<file path="src/rtl/param_alu_if.sv">
// Operand/handshake bundle between an ALU requester and param_alu.
// The requester drives operands, opcode and start; the ALU returns busy, done and result.
interface param_alu_if #(
  parameter int WIDTH = 8
);
  logic [WIDTH-1:0]   A;
  logic [WIDTH-1:0]   B;
  logic [2:0]         op;
  logic               start;
  logic               busy;
  logic               done;
  logic [2*WIDTH-1:0] result;

  modport master (
    output A, B, op, start,
    input  busy, done, result
  );

  modport slave (
    input  A, B, op, start,
    output busy, done, result
  );
endinterface

</file>
<file path="src/rtl/param_alu.sv">
// WIDTH-bit ALU with start/done handshake, pipelined multiplier of MUL_LATENCY
// cycles, and an internal accumulator used by multiply-accumulate.
module param_alu #(
  parameter int WIDTH       = 8,
  parameter int MUL_LATENCY = 3
) (
  input  logic       clk,
  input  logic       reset_n,
  param_alu_if.slave bus
);
  localparam int RW = 2 * WIDTH;
  localparam int CW = $clog2(MUL_LATENCY);
  localparam int PS = MUL_LATENCY - 1;

  typedef enum logic [2:0] {
    NO_OP  = 3'b000,
    ADD_OP = 3'b001,
    AND_OP = 3'b010,
    XOR_OP = 3'b011,
    MUL_OP = 3'b100,
    SUB_OP = 3'b101,
    MAC_OP = 3'b110,
    RST_OP = 3'b111
  } op_e;

  typedef enum logic [1:0] {IDLE, SINGLE, MULT, DONE} state_e;

  state_e           state_q, state_d;
  logic [CW-1:0]    cnt_q, cnt_d;
  logic [WIDTH-1:0] a_q, b_q;
  op_e              op_q;
  logic [RW-1:0]    acc_q, acc_d;
  logic [RW-1:0]    result_q, result_d;
  logic [RW-1:0]    prod_q [PS];

  op_e              op_in;
  logic             accept;
  logic [WIDTH:0]   diff;
  logic [RW-1:0]    mac_sum;

  assign op_in   = op_e'(bus.op);
  assign accept  = (state_q == IDLE || state_q == DONE) && bus.start && (op_in != NO_OP);
  assign diff    = {1'b0, a_q} - {1'b0, b_q};
  assign mac_sum = acc_q + prod_q[PS-1];

  always_comb begin
    // NOTE: every output of this block gets a default first so no path leaves one unassigned (no latch).
    state_d  = state_q;
    cnt_d    = cnt_q;
    acc_d    = acc_q;
    result_d = result_q;
    case (state_q)
      IDLE, DONE: begin
        state_d = IDLE;
        if (accept) begin
          state_d = (op_in == MUL_OP || op_in == MAC_OP) ? MULT : SINGLE;
          cnt_d   = '0;
        end
      end
      SINGLE: begin
        state_d = DONE;
        case (op_q)
          ADD_OP:  result_d = RW'({1'b0, a_q} + {1'b0, b_q});
          AND_OP:  result_d = RW'(a_q & b_q);
          XOR_OP:  result_d = RW'(a_q ^ b_q);
          SUB_OP:  result_d = {{(RW-WIDTH-1){diff[WIDTH]}}, diff};
          RST_OP: begin
            result_d = '0;
            acc_d    = '0;
          end
          default: result_d = result_q;
        endcase
      end
      MULT: begin
        cnt_d = cnt_q + CW'(1);
        // The last pipeline stage holds the product by the time the count expires.
        if (cnt_q == CW'(MUL_LATENCY - 1)) begin
          state_d = DONE;
          if (op_q == MAC_OP) begin
            acc_d    = mac_sum;
            result_d = mac_sum;
          end else begin
            result_d = prod_q[PS-1];
          end
        end
      end
      default: state_d = IDLE;
    endcase
  end

  // NOTE: sequential state uses non-blocking assignments so all registers update from pre-edge values.
  always_ff @(posedge clk or negedge reset_n) begin
    if (!reset_n) begin
      state_q  <= IDLE;
      cnt_q    <= '0;
      a_q      <= '0;
      b_q      <= '0;
      op_q     <= NO_OP;
      acc_q    <= '0;
      result_q <= '0;
    end else begin
      state_q  <= state_d;
      cnt_q    <= cnt_d;
      acc_q    <= acc_d;
      result_q <= result_d;
      if (accept) begin
        a_q  <= bus.A;
        b_q  <= bus.B;
        op_q <= op_in;
      end
    end
  end

  // NOTE: the product pipeline is reset as well, so an aborted multiply leaves nothing behind.
  always_ff @(posedge clk or negedge reset_n) begin
    if (!reset_n) begin
      for (int i = 0; i < PS; i++) prod_q[i] <= '0;
    end else begin
      prod_q[0] <= RW'(a_q) * RW'(b_q);
      for (int i = 1; i < PS; i++) prod_q[i] <= prod_q[i-1];
    end
  end

  assign bus.busy   = (state_q == SINGLE) || (state_q == MULT);
  assign bus.done   = (state_q == DONE);
  assign bus.result = result_q;
endmodule

</file>
<file path="src/flat_wrapper.sv">
// flat-port wrapper written by rule: the top's interface ports become plain ports
module param_alu_flat 
#(
  parameter int WIDTH       = 8,
  parameter int MUL_LATENCY = 3
)
  (clk, reset_n, bus_A, bus_B, bus_op, bus_start, bus_busy, bus_done, bus_result);
  param_alu_if #(.WIDTH(WIDTH)) bus_i ();
  input  logic clk;
  input  logic reset_n;
  input wire logic [$bits(bus_i.A)-1:0] bus_A;
  input wire logic [$bits(bus_i.B)-1:0] bus_B;
  input wire logic [$bits(bus_i.op)-1:0] bus_op;
  input wire logic [$bits(bus_i.start)-1:0] bus_start;
  output wire logic [$bits(bus_i.busy)-1:0] bus_busy;
  output wire logic [$bits(bus_i.done)-1:0] bus_done;
  output wire logic [$bits(bus_i.result)-1:0] bus_result;
  assign bus_i.A = bus_A;
  assign bus_i.B = bus_B;
  assign bus_i.op = bus_op;
  assign bus_i.start = bus_start;
  assign bus_busy = bus_i.busy;
  assign bus_done = bus_i.done;
  assign bus_result = bus_i.result;
  param_alu #(.WIDTH(WIDTH), .MUL_LATENCY(MUL_LATENCY)) u_core (.clk(clk), .reset_n(reset_n), .bus(bus_i));
endmodule
</file>
<file path="config.mk">
export PLATFORM = sky130hd
export DESIGN_NAME = param_alu_flat
export DESIGN_NICKNAME = d
export VERILOG_FILES = /design/src/rtl/param_alu_if.sv /design/src/rtl/param_alu.sv /design/src/flat_wrapper.sv
export SDC_FILE = /design/constraint.sdc
export NUM_CORES = 1
export LEC_CHECK = 0
export ABC_AREA = 1
export CAP_MARGIN = 25
export CORE_MARGIN = 8
export CORE_UTILIZATION = 35
export CTS_CLUSTER_DIAMETER = 200
export DETAILED_ROUTE_END_ITERATION = 8
export GPL_TIMING_DRIVEN = 0
export PLACE_DENSITY = 0.59
export SYNTH_ARGS = -nofsm -noshare
export SYNTH_HDL_FRONTEND = slang
export SYNTH_SLANG_ARGS = --single-unit
</file>
<file path="constraint.sdc">
create_clock -name clk -period 12.4 [get_ports clk]
set_input_delay 2.48 -clock clk [delete_from_list [all_inputs] [get_ports clk]]
set_output_delay 2.48 -clock clk [all_outputs]
set_load 0.05 [all_outputs]
</file>
==> results of run 1 <==
metal layers:
metal / GRT usage / up-vias / wire (um)
li1: - / 2918 / -
met1: 0.180 / 2772 / 7640
met2: 0.253 / 96 / 8070
met3: 0.0265 / 23 / 728
met4: 0.0521 / 0 / 379
met5: 0 / - / 0
path summary, 6_finish.rpt:
path,startpoint,end,depth (start not counted)
worst max-delay path,u_core.state_q[0]$_DFFE_PN0P_,bus_busy,4
worst min-delay path,u_core.prod_q[25]$_DFF_PN0_,u_core.prod_q[9]$_DFF_PN0_,0
worst max register to register,u_core.a_q[3]$_DFFE_PN0P_,u_core.prod_q[30]$_DFF_PN0_,17
worst min register to register,u_core.prod_q[25]$_DFF_PN0_,u_core.prod_q[9]$_DFF_PN0_,0
max in group asynchronous,reset_n,u_core.acc_q[13]$_DFFE_PN0P_,2
min in group asynchronous,reset_n,u_core.a_q[2]$_DFFE_PN0P_,1
synthesized netlist by cell type (5+ instances only):
master    number
clkbuf_1      22
a21oi_1       68
xor2_1         9
o21ai_0       31
inv_1        174
xnor2_1       10
nor2_1        57
nand2_1      204
mux2_2         7
dfrtp_1       87
fa_1          39
a21o_1         5
ha_1          71
nand3_1       67
a31oi_1        5
worst register-to-register path, cell delays in order (launching register included):
cell	delay, ps
dfrtp_1	380
clkbuf_1	370
nand2_1	150
fa_1	520
fa_1	510
inv_1	60
fa_1	530
inv_1	50
fa_1	520
inv_1	40
ha_1	370
a21oi_1	140
o21ai_0	80
a21oi_1	240
nor2_1	110
nand2_1	70
nand2_1	60
xor2_1	140
metrics by stage:
step                cells  utilization  hold slack, ps  area (um2)  setup WS [ps]
floorplan             899            -             331        7030           8390
global placement     1208        0.388             332        7760           5470
detailed placement   1209        0.390             335        7780           7900
CTS                  1225        0.407             350        8140           7870
global route         1225        0.407             357        8140           7560
finish               1225        0.407             345        8140           7890
flip-flops by register name, summed over array words and instances (netlist names):
name,cells
u_core.bus.result,16
u_core.a_q,8
u_core.cnt_q,2
u_core.op_q,3
u_core.prod_q,32
u_core.b_q,8
u_core.acc_q,16
u_core.state_q,2
area by class of cell:
| cell class | count | area (um2) |
|---|---|---|
| Buffer | 28 | 128 |
| Clock buffer | 9 | 225 |
| Clock inverter | 7 | 129 |
| Fill cell | 2055 | 11800 |
| Inverter | 175 | 657 |
| Multi-Input combinational cell | 609 | 4070 |
| Sequential cell | 87 | 2180 |
| Tap cell | 270 | 338 |
| Timing Repair Buffer | 40 | 415 |
logic make-up after synthesis:
kind of cell / after synthesis / synth area share
compound gates: 123 / 0.0961
xor+xnor: 19 / 0.0237
fa+ha+maj: 110 / 0.237
buf+inv: 203 / 0.112
flops: 87 / 0.310
mux: 7 / 0.0112
simple gates: 350 / 0.210
==> flow_metrics.py, run 1 <==
metrics = {
    "layout": {
        "mostFrequentLayoutCell": "nand2_1",
        "drive_gt1_frac": 0.0440,
        "n_antenna_cell": 0,
        "layout_common_cells": "nand2_1, inv_1, dfrtp_1",
        "syn_to_final_growth_pct": 15.8,
        "final_nets": 1082,
    },
    "global_routing": {
        "antenna_found_initial": 0,
        "grt-ovfl-total": 0,
        "grt_first_pass_wirelength_um": 28900,
        "grt_usage": 0.147,
        "grt_pass1_vias": 5847,
        "grt_max_degree": 71,
    },
    "synthesis": {
        "synth_edf_count": 0,
        "synthArstFlopShare": 1.00,
        "ys_types": 40,
        "synth_area_per_cell_um2": 7.82,
        "synth.net_count": 1031,
        "synth_area_leaders": "dfrtp_1, ha_1, fa_1, nand2_1, inv_1",
        "synth_seq_cells": 87,
        "synth_top_area_cell": "dfrtp_1",
        "syn_area_um2": 7030,
        "yosysSeqAreaShare": 0.310,
        "synth_cells": 899,
        "ys_warn_count": 0,
        "synth_top_area_frac": 0.310,
        "synthFlopType": "dfrtp_1",
    },
    "route": {
        "num_vias": 5809,
        "ant_nets": 0,
        "vias_per_cell": 4.74,
        "drtIter0Drc": 347,
        "drtPass1Iterations": 5,
        "detail_route.wl_per_cell_um": 13.7,
        "wl_um": 16800,
        "drc": 0,
    },
    "die": {
        "coreArea_um2": 20000,
        "die-width_um": 158,
        "die_area_um2": 24900,
        "die_h_um": 158,
        "fp-row-count": 52,
        "num_io_pins": 40,
        "start_util": 0.352,
    },
    "setup_path": {
        "critPathMaxFanout": 4,
        "crit_arrival_ps": 2030,
        "worstSetupStartpointType": "flip-flop",
        "slowest_stage": "clkdlybuf4s50_1",
        "cp_cell_sequence": "inv_1 -> ha_1 -> inv_1 -> clkdlybuf4s50_1",
        "cp_data_required_time_ps": 9920,
        "reg2reg_setup_slack_ps": 7950,
        "worstSetupPathType": "flip-flop to output port",
        "slowest_delay_ps": 790,
        "crit_top_cell": "inv_1",
        "crit_family": "buffers and inverters",
        "crit_path_end_kind": "output port",
        "path_buf_inv": 3,
    },
    "cts": {
        "cts_buffers": 9,
        "postCtsSetupBuffers": 0,
        "htreeDepth": 3,
        "ctsLongestPathBuffers": 2,
        "cts_root_buf": "clkbuf_16",
        "cts-resized-gates": 0,
        "clk_pin_slew_ps": 70,
        "holdBufCountCts": 0,
        "clk_latency_ps": 360,
        "clock-sinks": 87,
        "tritoncts": "built",
    },
    "timing": {
        "maxSlewViolCount": 0,
        "hold_viol_final": 0,
        "period_minus_slack_ps": 4510,
        "tns_ps": 0,
        "tightest_slew_ps": 635,
        "rsz0062_at_grt": "no",
        "finalSetupViolations": 0,
        "finClkSkew_ps": 6.50,
        "max_freq_ghz": 0.222,
        "slew_headroom": 0.575,
        "finalCritPeriodShare": 0.364,
    },
    "place": {
        "place_congestion": 0.895,
        "port_buffers": 39,
        "hpwl_um": 13400,
    },
    "run_status": {
        "outcome": "completed",
    },
    "job": {
        "maxCapViolations": 0,
    },
    "min_path": {
        "hold_path_class": "flip-flop to flip-flop",
    },
}
Power of run 1 is left out: the tool's default activity adds up to more than one toggle a clock period on the data nets, which glitch-free logic cannot reach.
==> run 2: changes to the inputs <==
==> constraint.sdc (replaced) <==
create_clock -name clk -period 4.5 [get_ports clk]
set_input_delay 0.9 -clock clk [delete_from_list [all_inputs] [get_ports clk]]
set_output_delay 0.9 -clock clk [all_outputs]
set_load 0.05 [all_outputs]
==> flow_metrics.py, run 2 (same netlist as run 1, synthesis figures left out) <==
metrics = {
    "setup_path": {
        "crit_arrival_ps": 4520,
        "reg2reg_depth": 17,
        "worstSetupStartpointType": "flip-flop",
        "crit_path_end_kind": "flip-flop",
        "worstSetupPathType": "flip-flop to flip-flop",
        "reg2reg_from": "u_core.a_q[1]$_DFFE_PN0P_",
        "cp_data_required_time_ps": 4780,
        "critPathMaxFanout": 8,
        "reg2reg_setup_slack_ps": 260,
        "timing.rr.end": "u_core.prod_q[30]$_DFF_PN0_",
    },
    "route": {
        "ant_nets": 0,
        "drtIter0Drc": 368,
        "wl_um": 16800,
        "vias_per_cell": 4.75,
        "drtPass1Iterations": 5,
        "detail_route.wl_per_cell_um": 13.8,
        "num_vias": 5795,
        "drc": 0,
    },
    "global_routing": {
        "grt_busiest_layer": "met2",
        "grt_usage": 0.147,
        "grt_first_pass_wirelength_um": 28900,
        "met3_usage": 0.0265,
        "antenna_found_initial": 0,
        "grtUsageMet1": 0.180,
        "grt-ovfl-total": 0,
        "grt_max_degree": 71,
        "grt_pass1_vias": 5847,
        "met2_usage": 0.253,
    },
    "timing": {
        "maxSlewViolCount": 0,
        "hold_viol_final": 0,
        "holdWs_ps": 345,
        "finalSetupViolations": 0,
        "tns_ps": 0,
        "finalCritPeriodShare": 0.942,
        "max_freq_ghz": 0.236,
        "period_minus_slack_ps": 4240,
        "slew_headroom": 0.580,
        "tightest_slew_ps": 628,
        "rsz0062_at_grt": "no",
        "finClkSkew_ps": 7.76,
    },
    "cts": {
        "tritoncts": "built",
        "postCtsSetupBuffers": 0,
        "htreeDepth": 3,
        "clock-sinks": 87,
        "cts_buffers": 9,
        "ctsLongestPathBuffers": 2,
        "clk_pin_slew_ps": 70,
        "clk_latency_ps": 360,
        "cts_root_buf": "clkbuf_16",
    },
    "place": {
        "hpwl_um": 13400,
        "port_buffers": 39,
        "place_congestion": 0.895,
    },
    "die": {
        "die-width_um": 158,
        "fp-row-count": 52,
        "die_area_um2": 24900,
        "coreArea_um2": 20000,
        "die_h_um": 158,
        "num_io_pins": 40,
        "start_util": 0.352,
    },
    "layout": {
        "largest_reg_flops": 32,
        "drive_gt1_frac": 0.0547,
        "syn_to_final_growth_pct": 15.8,
        "n_antenna_cell": 0,
        "layout_common_cells": "nand2_1, inv_1, dfrtp_1",
        "mostFrequentLayoutCell": "nand2_1",
        "top_register": "u_core.prod_q",
        "final_nets": 1078,
    },
    "min_path": {
        "holdPathStages": 0,
        "hold_path_class": "flip-flop to flip-flop",
        "holdPathEnd": "u_core.prod_q[9]$_DFF_PN0_",
        "worstHoldStart": "u_core.prod_q[25]$_DFF_PN0_",
    },
    "run_status": {
        "outcome": "completed",
    },
    "job": {
        "maxCapViolations": 0,
    },
}
## run 2: cell count changes in the layout (fill, tap and decap cells not counted), sizes merged
cell	delta
clkbuf	-4
## run 2: worst max path at each step
stage	from	to	slack, ps	cells past startpoint
floorplan	u_core.a_q[3]$_DFFE_PN0P_	u_core.prod_q[30]$_DFF_PN0_	490	17
global placement	reset_n	u_core.prod_q[29]$_DFF_PN0_	-850	1
detailed placement	u_core.a_q[3]$_DFFE_PN0P_	u_core.prod_q[31]$_DFF_PN0_	-2	15
CTS	u_core.a_q[3]$_DFFE_PN0P_	u_core.prod_q[30]$_DFF_PN0_	20	17
global route	u_core.a_q[1]$_DFFE_PN0P_	u_core.prod_q[30]$_DFF_PN0_	0.2	17
finish	u_core.a_q[1]$_DFFE_PN0P_	u_core.prod_q[30]$_DFF_PN0_	260	17
## run 2: area by class of cell
class | count | area, um2
clock buffer | 9 | 225
clock inverter | 7 | 129
sequential | 87 | 2180
timing repair buffer | 40 | 415
tap | 270 | 338
multi-input combinational | 609 | 4080
fill | 2048 | 11800
buffer | 24 | 123
inverter | 175 | 657
## run 2: metrics by stage
stage / util / cells / setup slack, ps / area (um2)
after CTS: 0.407 / 1225 / 19.1 / 8140
final: 0.408 / 1221 / 263 / 8140
after detailed placement: 0.390 / 1209 / -1.78 / 7780
after floorplan: - / 899 / 489 / 7030
after global placement: 0.388 / 1208 / -849 / 7760
after global routing: 0.408 / 1221 / 0.195 / 8140
## run 2: repair_timing
action	CTS	global route
gates resized for setup	1	18
endpoints found under the setup margin	1	5
gates cloned	0	0
hold buffers	0	0
hold endpoints to repair	0	0
## run 2: worst max-delay path: stages, from the launching register on
cell and delay (ps):
dfrtp_1 420, clkbuf_2 250, nand2_1 100, fa_1 490, fa_1 490, inv_1 60, fa_1 530, inv_1 50
fa_1 520, inv_1 40, ha_1 380, a21oi_1 80, o21ai_0 200, a21oi_2 80, nor2_1 180, nand2_1 70
nand2_1 70, xor2_1 130
## run 2: metal layers
metal  vias up  part of all wire
met3        19             0.041
met2        98              0.48
li1       2910                 -
met4         0             0.020
met1      2768              0.46
met5         -                 0
Power of run 2 is left out for the same reason.
==> run 3: changes to the inputs <==
--- a/config.mk
+++ b/config.mk
@@ -5,13 +5,13 @@
 export SDC_FILE = /design/constraint.sdc
 export NUM_CORES = 1
 export LEC_CHECK = 0
-export ABC_AREA = 1
 export CAP_MARGIN = 25
 export CORE_MARGIN = 8
 export CORE_UTILIZATION = 35
 export CTS_CLUSTER_DIAMETER = 200
 export DETAILED_ROUTE_END_ITERATION = 8
 export GPL_TIMING_DRIVEN = 0
+export MAX_ROUTING_LAYER = met4
 export PLACE_DENSITY = 0.59
 export SYNTH_ARGS = -nofsm -noshare
 export SYNTH_HDL_FRONTEND = slang
==> constraint.sdc (replaced) <==
create_clock -name clk -period 5.1 [get_ports clk]
set_input_delay 1.02 -clock clk [delete_from_list [all_inputs] [get_ports clk]]
set_output_delay 1.02 -clock clk [all_outputs]
set_load 0.05 [all_outputs]
==> flow_metrics.py, run 3 <==
metrics = {
    "run_status": {
        "outcome": "completed",
    },
    "setup_path": {
        "critPathMaxFanout": 10,
        "crit_arrival_ps": 5150,
        "reg2reg_setup_slack_ps": 200,
        "worstSetupStartpointType": "flip-flop",
        "crit_path_end_kind": "flip-flop",
        "cp_data_required_time_ps": 5350,
        "worstSetupPathType": "flip-flop to flip-flop",
    },
    "cts": {
        "cts-resized-gates": 0,
        "cts_buffers": 9,
        "clk_latency_ps": 350,
        "ctsLongestPathBuffers": 2,
        "holdBufCountCts": 0,
        "htreeDepth": 3,
        "tritoncts": "built",
        "clock-sinks": 87,
        "postCtsSetupBuffers": 0,
        "cts_root_buf": "clkbuf_16",
        "clk_pin_slew_ps": 70,
    },
    "die": {
        "die_h_um": 156,
        "num_io_pins": 40,
        "die-width_um": 156,
        "die_area_um2": 24200,
        "start_util": 0.354,
        "fp-row-count": 51,
        "coreArea_um2": 19300,
    },
    "synthesis": {
        "yosysSeqAreaShare": 0.319,
        "synth_area_leaders": "dfrtp_1, ha_1, fa_1, nand2_1, inv_1",
        "synth_edf_count": 0,
        "synth_area_per_cell_um2": 9.43,
        "synth_top_family_by_area": "adder cells",
        "syn_area_um2": 6820,
        "synth_top_area_cell": "dfrtp_1",
        "synth_top_cells_by_count": "dfrtp_1, nand2_1, inv_1, ha_1, a21oi_1",
        "synthSimpleGateAreaFrac": 0.142,
        "synthFlopType": "dfrtp_1",
        "synth.most_common_cell": "dfrtp_1",
        "synth_fa_ha_area_frac": 0.245,
        "ys_types": 65,
        "ys_warn_count": 0,
        "synth_cells": 724,
        "synth.net_count": 856,
        "synth_top_area_frac": 0.319,
        "synth.mux.area_fraction": 0.0328,
        "synth-compound-area-share": 0.158,
        "synth-xor-area-share": 0.0460,
        "synth_seq_cells": 87,
        "synthArstFlopShare": 1.00,
    },
    "timing": {
        "finalSetupViolations": 0,
        "hold_viol_final": 0,
        "rsz0062_at_grt": "no",
        "holdWs_ps": 349,
        "tightest_slew_ps": 667,
        "maxSlewViolCount": 0,
        "period_minus_slack_ps": 4900,
        "tns_ps": 0,
        "max_freq_ghz": 0.204,
        "slew_headroom": 0.544,
        "finClkSkew_ps": 8.21,
        "finalCritPeriodShare": 0.961,
    },
    "route": {
        "drc": 0,
        "num_vias": 5044,
        "drtIter0Drc": 335,
        "ant_nets": 0,
        "vias_per_cell": 4.83,
        "wl_um": 15700,
        "drtPass1Iterations": 5,
        "detail_route.wl_per_cell_um": 15.1,
    },
    "place": {
        "port_buffers": 39,
        "hpwl_um": 12700,
        "place_congestion": 0.864,
        "place_area_um2": 7570,
    },
    "global_routing": {
        "grt-ovfl-total": 0,
        "antenna_found_initial": 0,
        "grt_first_pass_wirelength_um": 26400,
        "grt_pass1_vias": 5061,
        "grt_max_degree": 70,
        "grt_usage": 0.140,
    },
    "layout": {
        "n_antenna_cell": 0,
        "top_register": "u_core.prod_q",
        "final_nets": 907,
        "syn_to_final_growth_pct": 15.4,
        "largest_reg_flops": 32,
        "mostFrequentLayoutCell": "dfrtp_1",
        "drive_gt1_frac": 0.0628,
        "fin_area_um2": 7880,
        "layout_common_cells": "dfrtp_1, nand2_1, inv_1",
    },
    "min_path": {
        "hold_path_class": "flip-flop to flip-flop",
    },
    "job": {
        "maxCapViolations": 0,
    },
}
==> run 3: changes by cell type after synthesis, moves of 15 or more <==
| cell | before | now |
|---|---|---|
| and2_1 | 2 | 35 |
| inv_1 | 174 | 81 |
| nand2_1 | 204 | 85 |
| nor2_1 | 57 | 38 |
| a21oi_1 | 68 | 48 |
| nand3_1 | 67 | 7 |
| xnor2_1 | 10 | 25 |
==> run 3: cell type report <==
type	count	area [um2]
fillers	1973	11400
well taps	265	332
plain buffers	19	91.3
flip-flops and latches	87	2180
repair buffers	40	415
inverters	81	304
clock inverters	7	76.3
multi-input cells	537	4250
clock buffers	9	225
==> run 3: through the flow <==
stage	util	worst slack [ps]	instances
floorplan	-	690	724
global route	0.409	66.4	1045
CTS	0.409	131	1045
detailed placement	0.393	158	1029
global placement	0.392	-333	1028
finish	0.409	199	1045
==> run 3: worst paths after layout <==
path                                              from                     endpoint  depth (start not counted)
setup / recovery             u_core.a_q[4]$_DFFE_PN0P_  u_core.prod_q[31]$_DFF_PN0_                         15
hold / removal             u_core.prod_q[23]$_DFF_PN0_   u_core.prod_q[7]$_DFF_PN0_                          0
setup reg to reg             u_core.a_q[4]$_DFFE_PN0P_  u_core.prod_q[31]$_DFF_PN0_                         15
hold reg to reg            u_core.prod_q[23]$_DFF_PN0_   u_core.prod_q[7]$_DFF_PN0_                          0
max in group asynchronous                      reset_n  u_core.prod_q[11]$_DFF_PN0_                          2
min in group asynchronous                      reset_n    u_core.a_q[6]$_DFFE_PN0P_                          1
==> run 3: critical path: stages (launching register included) <==
cell and delay (ps):
dfrtp_1 550, ha_2 330, fa_1 460, fa_1 530
fa_1 520, inv_1 60, fa_1 530, inv_1 40
ha_1 350, or3_1 350, o21ai_0 80, a21oi_1 80
and4_1 240, a2111oi_4 310, a21oi_1 130, xnor2_1 240
==> run 3: kinds of logic after synthesis <==
| family | count (synthesis) |
|---|---|
| AO/OA/AOI/OAI | 167 |
| XOR/XNOR | 35 |
| adder cells (fa/ha/maj) | 110 |
| buffers and inverters | 100 |
| flip-flops | 87 |
| multiplexers | 20 |
| AND/OR/NAND/NOR | 205 |
==> run 3: per-layer routing <==
metal / part of all wire / global-route usage / vias to the layer above / wire length [um]
met2: 0.47 / 0.218 / 74 / 7340
met3: 0.026 / 0.0205 / 12 / 414
met1: 0.50 / 0.189 / 2416 / 7810
met4: 0.011 / 0.0356 / 0 / 176
li1: - / - / 2542 / -
met5: 0 / - / - / 0
Power of run 3 is left out for the same reason.
